--- config.mk ---
export PLATFORM = sky130hd
export DESIGN_NAME = bist_runner_flat
export DESIGN_NICKNAME = d
export VERILOG_FILES = /design/src/rtl/bist_runner_if.sv /design/src/rtl/bist_runner.sv /design/src/flat_wrapper.sv
export SDC_FILE = /design/constraint.sdc
export NUM_CORES = 1
export LEC_CHECK = 0
export BUFFER_PORTS_ARGS = -buffer_cell sky130_fd_sc_hd__clkbuf_2
export CAP_MARGIN = 10
export CORE_AREA = 4 4 56 58
export CTS_CLUSTER_SIZE = 40
export DETAILED_ROUTE_END_ITERATION = 8
export DIE_AREA = 0 0 60 62
export GPL_TIMING_DRIVEN = 0
export PLACE_DENSITY = 0.82
export SYNTH_ARGS = -nofsm -noshare
export SYNTH_HDL_FRONTEND = slang
export SYNTH_SLANG_ARGS = --single-unit
--- constraint.sdc ---
create_clock -name clk -period 3.2 [get_ports clk]
set_input_delay 0.32 -clock clk [delete_from_list [all_inputs] [get_ports clk]]
set_output_delay 0.32 -clock clk [all_outputs]
set_load 0.05 [all_outputs]
--- src/rtl/bist_runner_if.sv ---
// Host/BIST-facing signal bundle for the BIST run sequencer.
interface bist_runner_if #(
    parameter int unsigned CYC_W = 8
);
    logic             req_i;
    logic [1:0]       mode_i;
    logic             busy_o;
    logic             done_o;
    logic [1:0]       result_o;
    logic             fail_o;
    logic             timeout_o;
    logic [CYC_W-1:0] cycles_o;
    logic             bist_start_o;
    logic             bist_sel_o;
    logic             bist_success_i;
    logic [4:0]       bist_duration_i;

    modport master (
        input  req_i, mode_i, bist_success_i, bist_duration_i,
        output busy_o, done_o, result_o, fail_o, timeout_o, cycles_o,
               bist_start_o, bist_sel_o
    );

    modport slave (
        output req_i, mode_i, bist_success_i, bist_duration_i,
        input  busy_o, done_o, result_o, fail_o, timeout_o, cycles_o,
               bist_start_o, bist_sel_o
    );
endinterface

--- src/rtl/bist_runner.sv ---
// Sequences one or two BIST pattern runs: launch, wait for the last vector,
// sample pass/fail, optionally chain pattern 1, then report with a cycle count.
module bist_runner #(
    parameter int unsigned VEC_LEN = 17,
    parameter int unsigned TIMEOUT = 32,
    parameter int unsigned CYC_W   = 8
) (
    input  logic           clk,
    input  logic           rst,
    bist_runner_if.master  bus
);
    localparam int unsigned WAIT_W  = $clog2(TIMEOUT);
    localparam int unsigned DUR_W   = 5;
    localparam logic [CYC_W-1:0] CYC_MAX = '1;

    typedef enum logic [2:0] {
        S_IDLE,
        S_LAUNCH,
        S_WAIT,
        S_SAMPLE,
        S_REPORT
    } state_e;

    state_e              state_q, state_d;
    logic [1:0]          mode_q, mode_d;
    logic                idx_q, idx_d;
    logic [WAIT_W-1:0]   wcnt_q, wcnt_d;
    logic [1:0]          result_q, result_d;
    logic                fail_q, fail_d;
    logic                timeout_q, timeout_d;
    logic [CYC_W-1:0]    cycles_q, cycles_d;
    logic                busy_q, busy_d;
    logic                done_q, done_d;
    logic                start_q, start_d;
    logic                sel_q, sel_d;
    logic                last_vec;

    assign last_vec = (bus.bist_duration_i == DUR_W'(VEC_LEN));

    // State register and registered outputs
    always_ff @(posedge clk) begin
        if (rst) begin
            state_q   <= S_IDLE;
            mode_q    <= '0;
            idx_q     <= 1'b0;
            wcnt_q    <= '0;
            result_q  <= '0;
            fail_q    <= 1'b0;
            timeout_q <= 1'b0;
            cycles_q  <= '0;
            busy_q    <= 1'b0;
            done_q    <= 1'b0;
            start_q   <= 1'b0;
            sel_q     <= 1'b0;
        end else begin
            state_q   <= state_d;
            mode_q    <= mode_d;
            idx_q     <= idx_d;
            wcnt_q    <= wcnt_d;
            result_q  <= result_d;
            fail_q    <= fail_d;
            timeout_q <= timeout_d;
            cycles_q  <= cycles_d;
            busy_q    <= busy_d;
            done_q    <= done_d;
            start_q   <= start_d;
            sel_q     <= sel_d;
        end
    end

    // Next-state and next-output logic
    always_comb begin
        state_d   = state_q;
        mode_d    = mode_q;
        idx_d     = idx_q;
        wcnt_d    = wcnt_q;
        result_d  = result_q;
        fail_d    = fail_q;
        timeout_d = timeout_q;
        cycles_d  = cycles_q;

        unique case (state_q)
            S_IDLE: begin
                if (bus.req_i) begin
                    mode_d    = bus.mode_i;
                    idx_d     = (bus.mode_i == 2'b01);
                    result_d  = '0;
                    fail_d    = 1'b0;
                    timeout_d = 1'b0;
                    cycles_d  = '0;
                    state_d   = S_LAUNCH;
                end
            end
            S_LAUNCH: begin
                wcnt_d  = '0;
                state_d = S_WAIT;
            end
            S_WAIT: begin
                wcnt_d = wcnt_q + WAIT_W'(1);
                // First WAIT cycle may still show the previous run's final count
                if ((wcnt_q != '0) && last_vec) begin
                    state_d = S_SAMPLE;
                end else if (wcnt_q == WAIT_W'(TIMEOUT - 1)) begin
                    timeout_d = 1'b1;
                    fail_d    = 1'b1;
                    state_d   = S_REPORT;
                end
            end
            S_SAMPLE: begin
                result_d[idx_q] = bus.bist_success_i;
                if (!bus.bist_success_i) begin
                    fail_d = 1'b1;
                end
                if (!idx_q && ((mode_q == 2'b10) ||
                               ((mode_q == 2'b11) && bus.bist_success_i))) begin
                    idx_d   = 1'b1;
                    state_d = S_LAUNCH;
                end else begin
                    state_d = S_REPORT;
                end
            end
            S_REPORT: begin
                state_d = S_IDLE;
            end
            default: begin
                state_d = S_IDLE;
            end
        endcase

        if ((state_d != S_IDLE) && (cycles_d != CYC_MAX)) begin
            cycles_d = cycles_d + CYC_W'(1);
        end

        busy_d  = (state_d != S_IDLE);
        done_d  = (state_d == S_REPORT);
        start_d = (state_d == S_LAUNCH);
        sel_d   = idx_d;
    end

    assign bus.busy_o       = busy_q;
    assign bus.done_o       = done_q;
    assign bus.result_o     = result_q;
    assign bus.fail_o       = fail_q;
    assign bus.timeout_o    = timeout_q;
    assign bus.cycles_o     = cycles_q;
    assign bus.bist_start_o = start_q;
    assign bus.bist_sel_o   = sel_q;

endmodule

--- src/flat_wrapper.sv ---
// flat-port wrapper written by rule: the top's interface ports become plain ports
module bist_runner_flat 
#(
    parameter int unsigned VEC_LEN = 17,
    parameter int unsigned TIMEOUT = 32,
    parameter int unsigned CYC_W   = 8
)
  (clk, rst, bus_req_i, bus_mode_i, bus_bist_success_i, bus_bist_duration_i, bus_busy_o, bus_done_o, bus_result_o, bus_fail_o, bus_timeout_o, bus_cycles_o, bus_bist_start_o, bus_bist_sel_o);
  bist_runner_if #(.CYC_W(CYC_W)) bus_i ();
  input  logic clk;
  input  logic rst;
  input wire logic [$bits(bus_i.req_i)-1:0] bus_req_i;
  input wire logic [$bits(bus_i.mode_i)-1:0] bus_mode_i;
  input wire logic [$bits(bus_i.bist_success_i)-1:0] bus_bist_success_i;
  input wire logic [$bits(bus_i.bist_duration_i)-1:0] bus_bist_duration_i;
  output wire logic [$bits(bus_i.busy_o)-1:0] bus_busy_o;
  output wire logic [$bits(bus_i.done_o)-1:0] bus_done_o;
  output wire logic [$bits(bus_i.result_o)-1:0] bus_result_o;
  output wire logic [$bits(bus_i.fail_o)-1:0] bus_fail_o;
  output wire logic [$bits(bus_i.timeout_o)-1:0] bus_timeout_o;
  output wire logic [$bits(bus_i.cycles_o)-1:0] bus_cycles_o;
  output wire logic [$bits(bus_i.bist_start_o)-1:0] bus_bist_start_o;
  output wire logic [$bits(bus_i.bist_sel_o)-1:0] bus_bist_sel_o;
  assign bus_i.req_i = bus_req_i;
  assign bus_i.mode_i = bus_mode_i;
  assign bus_i.bist_success_i = bus_bist_success_i;
  assign bus_i.bist_duration_i = bus_bist_duration_i;
  assign bus_busy_o = bus_i.busy_o;
  assign bus_done_o = bus_i.done_o;
  assign bus_result_o = bus_i.result_o;
  assign bus_fail_o = bus_i.fail_o;
  assign bus_timeout_o = bus_i.timeout_o;
  assign bus_cycles_o = bus_i.cycles_o;
  assign bus_bist_start_o = bus_i.bist_start_o;
  assign bus_bist_sel_o = bus_i.bist_sel_o;
  bist_runner #(.VEC_LEN(VEC_LEN), .TIMEOUT(TIMEOUT), .CYC_W(CYC_W)) u_core (.clk(clk), .rst(rst), .bus(bus_i));
endmodule
==> summary.md <==
| Metric | Value |
|---|---|
| Setup violators final | `0` |
| Hold WC Path Type | `input pin to flip-flop` |
| Dpl cell area | `1539 um^2` |
| # clock sinks | `26` |
| Post-CTS resize count | `0` |
| Routing usage on met3 | `1.860%` |
| Cell type with the largest total area after synthesis | `dfxtp_1` |
| Crit end category | `flip-flop` |
| Clk slew on worst S/H paths | `150 ps` |
| Number of DRC markers in iteration 0 | `69` |
| Layout area overhead | `14.98%` |
| Clock skew | `7.553 ps` |
| Mapped Cells | `156` |
| Outcome | `completed` |
| Hpwl dp | `2.370 mm` |
| Initial core utilization | `51.46%` |
| GR Util met2 | `32.87%` |
| Slew HR | `39.47%` |
| Yosys top cell area share | `37.99%` |
| Die X | `60 um` |
| Library cells used by synthesis | `48` |
| H-tree depth | `1` |
| Min-delay src | `bus_mode_i[0]` |
| Global route total overflow | `0` |
| CP required | `3410 ps` |
| Hold_ws | `205.1 ps` |
| Peak supply drop | `280.6 uV` |
| Synth Area per Inst | `8.782 um^2` |
| Post-CTS Setup Inserts | `0` |
| Design area | `1575 um^2` |
| Row cnt | `19` |
| Via Count | `1,313` |
| Setup TNS | `0 ps` |
| Ys Warns | `0` |
| Met1 GRT Util | `25.19%` |
| CP startpoint | `u_core.state_q[0]$_SDFF_PP0_` |
| Maximum buffer depth of the clock tree | `2` |
| Netlist Area Pre-Place | `1370 um^2` |
| Worst-skew pair later-pin latency | `330 ps` |
| Core footprint | `2663 um^2` |
| Fin crit share | `80.75%` |
| Most Used Layer, Global Route | `met2` |
| RSZ-0062 raised after global routing | `no` |
| Number of antenna diodes | `0` |
| CTS Hold Bufs | `0` |
| Power Density | `408.1 nW/um^2` |
| Proportion of layout cells with a drive suffix above 1 | `22.04%` |
| Ranking of synthesized cells by area | `dfxtp_1 (38%), a21oi_1 (4.0%), ha_1 (3.7%)` |
| Crit-path max FO | `10` |
| Post-synth ARST share | `0%` |
| Initial antenna violation count | `0` |
| GRT Total Usage | `19.34%` |
| Leakage power | `0.6353 nW` |
| GPL Wtd Cong | `0.7681` |
| Register area share after synthesis | `37.99%` |
| CP arrival | `2800 ps` |
| Power Total | `0.6429 mW` |
| Most frequent cell after synthesis | `dfxtp_1` |
| I/O pin cnt | `27` |
| DIE HEIGHT | `62 um` |
| I/O Buffers | `26` |
| Drt first pass iters | `4` |
| Slew @ Worst Pin | `895.4 ps` |
| Primary FF master, synth | `dfxtp_1` |
| Layout Nets | `202` |
| Final hold viol count | `0` |
| Clk Tree Root Cell | `clkbuf_4` |
| Vias/cell | `6.051` |
| Crit start category | `flip-flop` |
| Crit path kind | `flip-flop to flip-flop` |
| Dpl ws | `661.5 ps` |
| Syn Nets | `171` |
| Largest net degree at the start of global routing | `15` |
| Worst setup margin | `616.0 ps` |
| Total Wirelength | `3.171 mm` |
| Num CTS Buffers | `3` |
| Max_cap viols | `0` |
| First-pass GRT wire length | `5.561 mm` |
| WL/cell | `14.61 um` |
| Area of the die | `3720 um^2` |
| F_max | `0.3870 GHz` |
| Number of synthesized register bits | `26` |
| Layout fillers | `248` |
| EDFF count, synth | `0` |
| Final slew viol count | `0` |
| Most frequent cells after synthesis | `dfxtp_1 (26), nand2_1 (13), a21oi_1 (11)` |
| # DRC | `0` |
| R2R Path Start | `u_core.state_q[0]$_SDFF_PP0_` |
| Number of global-route vias before repair | `1,271` |
| Minimum clock period | `2584 ps` |
| Post-DRT Antenna Nets | `0` |
| CTS tree | `yes` |
[registers in the layout, indices dropped and copies added, names as in the netlist]
| name | cells |
|---|---|
| u_core.bus.bist_start_o | 1 |
| u_core.mode_q | 2 |
| u_core.idx_q | 1 |
| u_core.bus.done_o | 1 |
| u_core.state_q | 3 |
| u_core.bus.result_o | 2 |
| u_core.wcnt_q | 5 |
| u_core.bus.cycles_o | 8 |
| u_core.bus.fail_o | 1 |
| u_core.bus.timeout_o | 1 |
| u_core.bus.busy_o | 1 |
[final cells by class]
type / count / area, um^2 / area share [%]
timing repair buffer: 26 / 130.1 / 8.261
multi-input combinational: 113 / 770.7 / 48.93
buffer: 9 / 48.80 / 3.098
sequential: 26 / 520.5 / 33.04
tap: 31 / 38.79 / 2.462
inverter: 8 / 30.03 / 1.906
clock buffer: 4 / 36.28 / 2.303
[placed cells by master (no fill, tap or decap), types with 5 or more instances in the layout]
| cell type | instances |
|---|---|
| a211oi_1 | 6 |
| a21oi_1 | 11 |
| clkbuf_1 | 7 |
| clkbuf_2 | 26 |
| dfxtp_1 | 26 |
| inv_1 | 8 |
| nand2_1 | 13 |
| nand3_1 | 5 |
| nor2_1 | 10 |
| nor2b_1 | 5 |
[stage by stage]
stage / utilization, % / cells
floorplan: - / 156
global placement: 57.80 / 213
detailed placement: 57.80 / 213
CTS: 59.16 / 217
global route: 59.16 / 217
finish: 59.16 / 217
[worst paths after layout]
| check | cells past startpoint | slack [ps] | to |
|---|---|---|---|
| worst max-delay path | 9 | 620 | u_core.bus.cycles_o[5]$_SDFF_PP0_ |
| worst min-delay path | 3 | 210 | u_core.mode_q[0]$_SDFFE_PP0P_ |
| worst min register to register | 2 | 470 | u_core.mode_q[1]$_SDFFE_PP0P_ |
| worst max register to register | 9 | 620 | u_core.bus.cycles_o[5]$_SDFF_PP0_ |
[report_power, final]
part / switching [mW] / internal, mW
Combinational: 0.0783 / 0.0463
Sequential: 0.0121 / 0.336
Clock: 0.100 / 0.0696
Total: 0.191 / 0.452
[kinds of logic (layout without fill, tap and decap cells)]
logic type | count (synthesis) | in the layout | share of synthesized area [%]
muxes | 4 | 4 | 3.105
buffers and inverters | 17 | 47 | 5.754
adders and majority gates | 4 | 4 | 3.653
AOI/OAI and AO/OA | 43 | 43 | 23.38
and+or+nand+nor | 62 | 62 | 26.12
DFF | 26 | 26 | 37.99
[routing by layer]
metal	vias to the layer above	wire length (um)	share of wire (%)
met5	-	0	0
met4	0	57	1.8
met3	8	117	3.7
met2	38	1590	50
met1	622	1405	44
li1	645	-	-
[critical path, stage by stage, from the launching register on]
cell and delay (ps):
dfxtp_1 330, buf_6 130, or4b_4 540, buf_6 160, and2_1 150, ha_1 240
and4_1 190, clkbuf_1 150, o311ai_0 450, o41ai_2 140
No activity file was read; power rests on OpenSTA's default activity.
